--- src/rtl/muldiv_unit.sv ---
// Iterative RV32M multiply/divide unit: radix-2 shift-add multiply, restoring divide.
// Define MULDIV_FAST_EN for early completion of divide-by-zero, signed overflow and zero multiplies.
module muldiv_unit #(
    parameter int DATA_WIDTH = 32,
    parameter int TAG_WIDTH  = 5
) (
    input  logic                  clk,
    input  logic                  rst,
    input  logic                  start_i,
    input  logic                  flush_i,
    input  logic [2:0]            op_i,
    input  logic [DATA_WIDTH-1:0] a_i,
    input  logic [DATA_WIDTH-1:0] b_i,
    input  logic [TAG_WIDTH-1:0]  tag_i,
    output logic                  busy_o,
    output logic                  done_o,
    output logic [DATA_WIDTH-1:0] result_o,
    output logic [TAG_WIDTH-1:0]  tag_o
);
    localparam int W  = DATA_WIDTH;
    localparam int CW = $clog2(DATA_WIDTH + 1);
    localparam logic [W-1:0] MIN_VAL = {1'b1, {(W-1){1'b0}}};

    localparam logic [2:0] OP_MUL    = 3'd0;
    localparam logic [2:0] OP_MULH   = 3'd1;
    localparam logic [2:0] OP_MULHSU = 3'd2;
    localparam logic [2:0] OP_MULHU  = 3'd3;
    localparam logic [2:0] OP_DIV    = 3'd4;
    localparam logic [2:0] OP_DIVU   = 3'd5;
    localparam logic [2:0] OP_REM    = 3'd6;
    localparam logic [2:0] OP_REMU   = 3'd7;

    typedef enum logic [1:0] {IDLE, RUN, FINISH} state_t;

    // Handshake: start_i is taken on a falling edge only while idle and not flushed;
    // busy_o is high from that edge until the completing edge, where done_o pulses
    // for one cycle with result_o/tag_o, which then hold until the next completion.
    state_t           state_q, state_d;
    logic [CW-1:0]    cnt_q, cnt_d;
    logic [2:0]       op_q, op_d;
    logic [TAG_WIDTH-1:0] tag_q, tag_d;
    logic [TAG_WIDTH-1:0] tag_out_q, tag_out_d;
    logic [W-1:0]     result_q, result_d;
    logic             done_q, done_d;
    logic [2*W-1:0]   acc_q, acc_d;
    logic [W-1:0]     mcand_q, mcand_d;
    logic             neg_lo_q, neg_lo_d;
    logic             neg_rem_q, neg_rem_d;
    logic             div_zero_q, div_zero_d;

    logic             signed_a, signed_b, a_neg, b_neg, is_div_in;
    logic [W-1:0]     mag_a, mag_b;

    assign is_div_in = op_i[2];
    assign signed_a  = (op_i == OP_MULH) || (op_i == OP_MULHSU) ||
                       (op_i == OP_DIV)  || (op_i == OP_REM);
    assign signed_b  = (op_i == OP_MULH) || (op_i == OP_DIV) || (op_i == OP_REM);
    assign a_neg     = signed_a & a_i[W-1];
    assign b_neg     = signed_b & b_i[W-1];
    assign mag_a     = a_neg ? -a_i : a_i;
    assign mag_b     = b_neg ? -b_i : b_i;

    // Multiply step: multiplier sits in the low half and shifts out as the product shifts in.
    logic [W-1:0]     mul_addend;
    logic [W:0]       mul_sum;
    logic [2*W-1:0]   mul_next;
    assign mul_addend = acc_q[0] ? mcand_q : '0;
    assign mul_sum    = {1'b0, acc_q[2*W-1:W]} + {1'b0, mul_addend};
    assign mul_next   = {mul_sum, acc_q[W-1:1]};

    // Divide step: partial remainder in the high half, dividend/quotient in the low half.
    logic [W:0]       rem_sh;
    logic             q_bit;
    logic [W-1:0]     rem_new;
    logic [2*W-1:0]   div_next;
    assign rem_sh   = acc_q[2*W-1:W-1];
    assign q_bit    = rem_sh >= {1'b0, mcand_q};
    assign rem_new  = q_bit ? W'(rem_sh - {1'b0, mcand_q}) : rem_sh[W-1:0];
    assign div_next = {rem_new, acc_q[W-2:0], q_bit};

    logic [2*W-1:0]   prod;
    logic [W-1:0]     quo_mag, rem_mag, quo, rem, fin_result;
    assign prod    = neg_lo_q ? -acc_q : acc_q;
    assign quo_mag = acc_q[W-1:0];
    assign rem_mag = acc_q[2*W-1:W];
    assign quo     = div_zero_q ? '1 : (neg_lo_q ? -quo_mag : quo_mag);
    assign rem     = neg_rem_q ? -rem_mag : rem_mag;

    always_comb begin
        fin_result = '0;
        case (op_q)
            OP_MUL:                       fin_result = prod[W-1:0];
            OP_MULH, OP_MULHSU, OP_MULHU: fin_result = prod[2*W-1:W];
            OP_DIV, OP_DIVU:              fin_result = quo;
            OP_REM, OP_REMU:              fin_result = rem;
            default:                      fin_result = '0;
        endcase
    end

`ifdef MULDIV_FAST_EN
    logic           fast_div_zero, fast_ovf, fast_mul_zero, fast_hit;
    logic [2*W-1:0] fast_acc;
    assign fast_div_zero = is_div_in && (b_i == '0);
    assign fast_ovf      = is_div_in && !op_i[0] && (a_i == MIN_VAL) && (b_i == '1);
    assign fast_mul_zero = !is_div_in && ((a_i == '0) || (b_i == '0));
    assign fast_hit      = fast_div_zero || fast_ovf || fast_mul_zero;
    // Preload the accumulator with what the full iteration would have produced.
    always_comb begin
        fast_acc = '0;
        if (fast_div_zero)
            fast_acc = {mag_a, {W{1'b1}}};
        else if (fast_ovf)
            fast_acc = {{W{1'b0}}, mag_a};
    end
`endif

    always_comb begin
        state_d    = state_q;
        cnt_d      = cnt_q;
        op_d       = op_q;
        tag_d      = tag_q;
        tag_out_d  = tag_out_q;
        result_d   = result_q;
        done_d     = 1'b0;
        acc_d      = acc_q;
        mcand_d    = mcand_q;
        neg_lo_d   = neg_lo_q;
        neg_rem_d  = neg_rem_q;
        div_zero_d = div_zero_q;
        case (state_q)
            IDLE: begin
                if (start_i && !flush_i) begin
                    op_d       = op_i;
                    tag_d      = tag_i;
                    cnt_d      = CW'(W);
                    neg_lo_d   = a_neg ^ b_neg;
                    neg_rem_d  = a_neg;
                    div_zero_d = is_div_in && (b_i == '0);
                    acc_d      = {{W{1'b0}}, (is_div_in ? mag_a : mag_b)};
                    mcand_d    = is_div_in ? mag_b : mag_a;
                    state_d    = RUN;
`ifdef MULDIV_FAST_EN
                    if (fast_hit) begin
                        acc_d   = fast_acc;
                        state_d = FINISH;
                    end
`endif
                end
            end
            RUN: begin
                if (flush_i) begin
                    state_d = IDLE;
                    cnt_d   = '0;
                end else begin
                    acc_d = op_q[2] ? div_next : mul_next;
                    cnt_d = cnt_q - 1'b1;
                    if (cnt_q == CW'(1))
                        state_d = FINISH;
                end
            end
            FINISH: begin
                state_d = IDLE;
                cnt_d   = '0;
                if (!flush_i) begin
                    result_d  = fin_result;
                    tag_out_d = tag_q;
                    done_d    = 1'b1;
                end
            end
            default: state_d = IDLE;
        endcase
    end

    always_ff @(negedge clk) begin
        if (rst) begin
            state_q    <= IDLE;
            cnt_q      <= '0;
            op_q       <= '0;
            tag_q      <= '0;
            tag_out_q  <= '0;
            result_q   <= '0;
            done_q     <= 1'b0;
            acc_q      <= '0;
            mcand_q    <= '0;
            neg_lo_q   <= 1'b0;
            neg_rem_q  <= 1'b0;
            div_zero_q <= 1'b0;
        end else begin
            state_q    <= state_d;
            cnt_q      <= cnt_d;
            op_q       <= op_d;
            tag_q      <= tag_d;
            tag_out_q  <= tag_out_d;
            result_q   <= result_d;
            done_q     <= done_d;
            acc_q      <= acc_d;
            mcand_q    <= mcand_d;
            neg_lo_q   <= neg_lo_d;
            neg_rem_q  <= neg_rem_d;
            div_zero_q <= div_zero_d;
        end
    end

    assign busy_o   = (state_q != IDLE);
    assign done_o   = done_q;
    assign result_o = result_q;
    assign tag_o    = tag_out_q;
endmodule

--- config.mk ---
export PLATFORM = sky130hd
export DESIGN_NAME = muldiv_unit
export DESIGN_NICKNAME = d
export VERILOG_FILES = /design/src/rtl/muldiv_unit.sv
export SDC_FILE = /design/constraint.sdc
export NUM_CORES = 1
export LEC_CHECK = 0
export CAP_MARGIN = 20
export CORE_MARGIN = 2
export CORE_UTILIZATION = 50
export DETAILED_ROUTE_END_ITERATION = 12
export MAX_ROUTING_LAYER = met4
export PLACE_DENSITY = 0.75
export SKIP_CTS_REPAIR_TIMING = 1
export SLEW_MARGIN = 25
export SYNTH_ARGS = -nofsm -noshare
export SYNTH_HDL_FRONTEND = slang
export SYNTH_SLANG_ARGS = --single-unit
--- constraint.sdc ---
create_clock -name clk -period 5.4 [get_ports clk]
set_clock_uncertainty 0.2 [all_clocks]
set_input_delay 0.81 -clock clk [delete_from_list [all_inputs] [get_ports clk]]
set_output_delay 0.81 -clock clk [all_outputs]
set_load 0.05 [all_outputs]
==> qor.csv, run 1 <==
stage,metric,value,unit
status,status,"finished, violations left",
status,violations,setup timing,
yosys,syn_inst,2117,
clock_network,cts_max_level,4,
yosys,synth.distinct_cells,83,
place,pre_cts_slack,-1270,ps
place,hpwl,44800,um
clock_network,clk_pin_slew,30,ps
global_routing,grtUsageMet2,58.4,%
sta,setup_viol,33,
routing,drc_errors,0,
finish,final_cell_mix,"nand2_1, nor2_1, inv_1",
clock_network,cts_buffer_depth,2,
place,place_congestion,1.02,
worst_setup_path,critPathTopFamily,simple AND/OR/NAND/NOR gates,
yosys,ys_warn_count,0,
routing,drt-vias-per-instance,6.24,
floorplan,fp-row-count,63,
floorplan,core,29500,um^2
global_routing,grtUsageMet1,45.6,%
yosys,syn_nets,2269,
floorplan,start_util,50.6,%
yosys,synthFlopType,dfxtp_1,
yosys,ys_seq_elements,153,
pwr,p_leak,8.68,nW
sta,rsz0062_at_grt,true,
finish,syn_to_final_growth,30.9,%
floorplan,die_w,177,um
routing,drtPass1Iterations,6,
pwr,total_power,0.00436,W
worst_setup_path,critical_path_arrival,3150,ps
routing,vias,17992,
routing,antenna_left,0,
sta,slew_headroom,28.5,%
clock_network,cts.sinks,153,
clock_network,cts_tree,yes,
yosys,synth_seq_area_share,20.5,%
routing,drt-total-wl,59800,um
yosys,async_reset_ff_share,0,%
floorplan,die-area,31200,um^2
pwr,irDropWorstVdd,0.000240,V
global_routing,grt_pass1_vias,17045,
routing,drt_iter0_markers,1909,
floorplan,pin_count,115,
job,maxCapViolCount,0,
sta,finalSetupTns,-3850,ps
worst_setup_path,path_class,input pin to flip-flop,
global_routing,met3_usage,9.86,%
place,port_buffers,114,
clock_network,cts_root_buffer,clkbuf_16,
worst_setup_path,crit_buf_inv,1,
sta,fin_ws,-310,ps
clock_network,numCtsBuffers,17,
worst_setup_path,critical-path-max-stage-delay,520,ps
pwr,power.density,223,nW/um^2
worst_setup_path,cp_common_cell,or4_4,
global_routing,grtUsageTotal,38.1,%
finish,n_antenna_cell,0,
global_routing,grt_pass1_wl,90500,um
worst_setup_path,required,2840,ps
global_routing,antenna_found_initial,0,
worst_setup_path,cp_max_fo,3,
yosys,synth-edff-count,0,
finish,drive_gt1_share,16.6,%
clock_network,clk_latency,490,ps
min_path,hold_path_class,flip-flop to flip-flop,
finish,nNetsFinal,2634,
floorplan,fp.dieH,177,um
worst_setup_path,crit_slowest_cell,or4_4,
worst_setup_path,critPathLaunchType,input pin,
worst_setup_path,cp_cell_sequence,"buf_6, or4_4, or4_4, nor3_4, nand2_2, o41ai_2, xor2_1, mux2i_1, o21ai_1, a211oi_1",
global_routing,grt_max_degree,55,
sta,tightestPinTransition,1060,ps
sta,slew_violations,0,
yosys,synth_area_per_cell,7.05,um^2
global_routing,grt-ovfl-total,0,
worst_setup_path,cp-end-kind,flip-flop,
yosys,synth.cell_area,14900,um^2
finish,final_common_cell,nand2_1,
sta,hold_viol_final,0,
routing,wl_per_cell,20.7,um
global_routing,busiest_layer,met2,
[layer usage]
layer | wire, um | share of wire, % | vias to the layer above
met4 | 3170 | 5.3 | 0
met2 | 26900 | 45 | 985
li1 | - | - | 8373
met3 | 5680 | 9.5 | 201
met1 | 24000 | 40 | 8433
met5 | 0 | 0 | -
[registers in the layout, indices dropped and copies added (netlist names)]
register	flops
div_zero_q	1
tag_o	5
acc_q	64
done_o	1
mcand_q	32
op_q	3
result_o	32
neg_rem_q	1
cnt_q	6
state_q	2
tag_q	5
neg_lo_q	1
[cell families after synthesis]
family                   share of synthesized area (%)
AO/OA/AOI/OAI                                     27.7
AND/OR/NAND/NOR                                   23.3
buffers and inverters                             5.99
flip-flops                                        20.5
XOR/XNOR                                          10.6
multiplexers                                      5.34
adder cells (fa/ha/maj)                           6.47
[synthesized netlist by cell type (28+ instances only)]
| master | instances | share of area [%] |
|---|---|---|
| mux2i_1 | 56 | 3.8 |
| ha_1 | 74 | 6.2 |
| nand2_1 | 246 | 6.2 |
| o211ai_1 | 28 | 1.4 |
| xor2_1 | 73 | 4.3 |
| a21oi_1 | 196 | 6.6 |
| o21ai_0 | 141 | 4.7 |
| a211oi_1 | 69 | 3.5 |
| a31oi_1 | 29 | 1.2 |
| nor2_1 | 240 | 6.0 |
| dfxtp_1 | 153 | 21 |
| a21o_1 | 34 | 1.7 |
| nor3_1 | 77 | 2.6 |
| inv_1 | 80 | 2.0 |
| clkbuf_1 | 120 | 3.0 |
| xnor2_1 | 108 | 6.3 |
[worst min-delay path, stage by stage (launching register included)]
cell	delay, ps
dfxtp_1	300
nand2_1	50
nand2_1	40
[final timing paths]
path	depth (start not counted)	slack, ps	start	to
worst max-delay path	10	-310	a_i[15]	acc_q[29]
worst max register to register	12	940	acc_q[0]	acc_q[63]
worst min register to register	2	240	result_o[6]	result_o[6]
worst min-delay path	2	240	result_o[6]	result_o[6]
[cell type report]
cell class              instances  area (um^2)
multi-input cells            1737        11500
well taps                     390          488
clock buffers                  17          425
fillers                      2498         9950
flip-flops and latches        153         3060
clock inverters               168          741
repair buffers                340         2950
inverters                      80          335
[stage by stage]
| step | instances | hold slack, ps | instance area, um^2 | utilization, % |
|---|---|---|---|---|
| floorplan | 2117 | 232 | 15200 | - |
| global placement | 2683 | 225 | 17800 | 60.5 |
| detailed placement | 2684 | 234 | 17900 | 60.6 |
| CTS | 2868 | 239 | 19000 | 64.5 |
| global route | 2885 | 262 | 19500 | 66.2 |
| finish | 2885 | 239 | 19500 | 66.2 |
[power breakdown]
part	internal [W]	switching (W)
sequential	0.00119	0.0000892
clock	0.000775	0.000935
combinational	0.000567	0.000805
Power figures use the tool's default switching activity.
==> run 2: changes to the inputs <==
--- a/config.mk
+++ b/config.mk
@@ -10,7 +10,7 @@
 export CORE_UTILIZATION = 50
 export DETAILED_ROUTE_END_ITERATION = 12
 export MAX_ROUTING_LAYER = met4
-export PLACE_DENSITY = 0.75
+export PLACE_DENSITY = 0.8
 export SKIP_CTS_REPAIR_TIMING = 1
 export SLEW_MARGIN = 25
 export SYNTH_ARGS = -nofsm -noshare
==> constraint.sdc (replaced) <==
create_clock -name clk -period 5.15 [get_ports clk]
set_clock_uncertainty 0.2 [all_clocks]
set_input_delay 0.7725 -clock clk [delete_from_list [all_inputs] [get_ports clk]]
set_output_delay 0.7725 -clock clk [all_outputs]
set_load 0.05 [all_outputs]
==> qor.csv, run 2 (same netlist as run 1, synthesis figures left out) <==
stage,metric,value,unit,change
status,status,"finished, violations left",,
status,violations,setup timing,,
finish,largest_reg_flops,64,,unchanged
floorplan,die-area,31200,um^2,unchanged
pwr,intPower,0.00282,W,+11%
pwr,pwr-share-seq,27.7,%,-1.6 points
pwr,p_switching,0.00200,W,+9.3%
routing,drtPass1Iterations,6,,unchanged
pwr,irDropWorstVdd,0.000240,V,-0.32%
worst_setup_path,cp-end-kind,flip-flop,,
pwr,power.density,242,nW/um^2,+8.4%
sta,fin_ws,-555,ps,-246 ps
global_routing,grt_pass1_wl,91000,um,+0.52%
worst_setup_path,critical_path_arrival,3300,ps,+150 ps
job,maxCapViolCount,0,,unchanged
routing,drt_iter0_markers,2246,,+18%
pwr,p_clk_share,41.2,%,+2.0 points
worst_setup_path,crit_slowest_cell,or4_4,,
clock_network,cts_tree,yes,,
clock_network,cts_root_buffer,clkbuf_16,,
global_routing,grt_max_degree,75,,+36%
floorplan,fp-row-count,63,,unchanged
worst_setup_path,critical-path-max-stage-delay,550,ps,+30 ps
clock_network,clk_pin_slew,40,ps,about the same
worst_setup_path,critPathLaunchType,input pin,,
worst_setup_path,critPathTopFamily,simple AND/OR/NAND/NOR gates,,
global_routing,antenna_found_initial,0,,unchanged
worst_setup_path,crit_buf_inv,1,,unchanged
worst_setup_path,cp_common_cell,or4_4,,
clock_network,numCtsBuffers,17,,unchanged
place,hpwl,44500,um,-0.50%
finish,final_cell_mix,"nand2_1, nor2_1, inv_1",,
clock_network,cts_buffer_depth,2,,unchanged
sta,tightestPinTransition,932,ps,-126 ps
place,port_buffers,114,,unchanged
routing,antenna_left,0,,unchanged
routing,drt-vias-per-instance,6.43,,+3.0%
worst_setup_path,required,2740,ps,-100 ps
floorplan,core,29500,um^2,unchanged
clock_network,cts_max_level,4,,unchanged
global_routing,grt_pass1_vias,17123,,+0.46%
routing,drt-total-wl,63100,um,+5.5%
routing,drc_errors,0,,unchanged
global_routing,grt-ovfl-total,0,,unchanged
sta,rsz0062_at_grt,true,,
pwr,p_leak,9.41,nW,+8.4%
clock_network,clk_latency,520,ps,+30 ps
sta,slew_violations,0,,unchanged
finish,drive_gt1_share,17.3,%,+0.75 points
finish,nNetsFinal,2647,,+0.49%
routing,wl_per_cell,21.8,um,+4.9%
place,dp.cells,2695,,+0.41%
sta,hold_viol_final,0,,unchanged
finish,fin_cells,2899,,+0.49%
floorplan,fp.dieH,177,um,unchanged
place,place_congestion,1.04,,+1.8%
sta,setup_viol,46,,+39%
finish,fillers,2391,,-4.3%
sta,finalSetupTns,-7820,ps,-3970 ps
finish,syn_to_final_growth,33.3,%,
pwr,pwr-share-comb,31.1,%,-0.4 points
floorplan,die_w,177,um,unchanged
min_path,hold_path_class,flip-flop to flip-flop,,
routing,vias,18628,,+3.5%
sta,slew_headroom,37.0,%,+8.5 points
finish,largest-register,acc_q,,
pwr,swShare,41.5,%,-0.43 points
worst_setup_path,path_class,input pin to flip-flop,,
worst_setup_path,cp_max_fo,3,,unchanged
finish,final_common_cell,nand2_1,,
floorplan,start_util,50.6,%,unchanged
clock_network,cts.sinks,153,,unchanged
floorplan,pin_count,115,,unchanged
global_routing,grtUsageTotal,38.2,%,+0.15 points
worst_setup_path,cp_cell_sequence,"buf_6, or4_4, or4_4, nor3_4, nand2_4, o41ai_4, xor2_1, mux2i_1, o21ai_1, a211oi_1",,
## run 2: worst register-to-register path: stages (launching register included)
cell and delay [ps]:
dfxtp_1 370, inv_1 590, nor2_1 120, ha_1 410, o211ai_1 110, a21o_1 210
a211oi_1 500, o21ai_0 340, a21oi_1 380, a311o_1 270, a31oi_1 150, o211a_1 260
a2111oi_2 280
## run 2: power by group through the flow
stage / combinational [W] / clock (W) / sequential (W)
global placement: 0.00135 / 0.000181 / 0.00134
floorplan: 0.000885 / 0.000181 / 0.00131
finish: 0.00150 / 0.00198 / 0.00133
detailed placement: 0.00138 / 0.000181 / 0.00135
CTS: 0.00139 / 0.00198 / 0.00133
global route: 0.00159 / 0.00213 / 0.00134
## run 2: path summary, 6_finish.rpt
check | start | slack, ps | cells past startpoint | end
setup / recovery | a_i[15] | -560 | 10 | acc_q[29]
hold / removal | result_o[20] | 230 | 2 | result_o[20]
setup reg to reg | acc_q[0] | 840 | 12 | acc_q[63]
hold reg to reg | result_o[20] | 230 | 2 | result_o[20]
## run 2: area by class of cell
| class | count | area (um^2) | area share (%) |
|---|---|---|---|
| Inverter | 80 | 335 | 1.69 |
| Multi-Input combinational cell | 1737 | 11600 | 58.2 |
| Antenna cell | 1 | 2.50 | 0.0126 |
| Sequential cell | 153 | 3060 | 15.4 |
| Clock buffer | 17 | 425 | 2.14 |
| Timing Repair Buffer | 353 | 3180 | 16.0 |
| Tap cell | 390 | 488 | 2.45 |
| Clock inverter | 168 | 817 | 4.11 |
## run 2: layer usage
layer / track usage (%) / wire length, um / up-vias
met5: - / 0 / -
met3: 9.77 / 6650 / 280
met1: 46.6 / 24300 / 8728
li1: - / - / 8396
met4: 20.9 / 4090 / 0
met2: 57.6 / 28000 / 1224
## run 2: stage by stage
stage	power, W	setup slack (ps)	util, %	instance area (um^2)	hold slack (ps)
floorplan	0.00237	-527	-	15200	232
global route	0.00505	-610	67.5	19900	255
detailed placement	0.00290	-1230	61.0	18000	237
finish	0.00481	-555	67.5	19900	233
global placement	0.00288	-1180	61.0	18000	228
CTS	0.00470	-743	65.2	19200	240
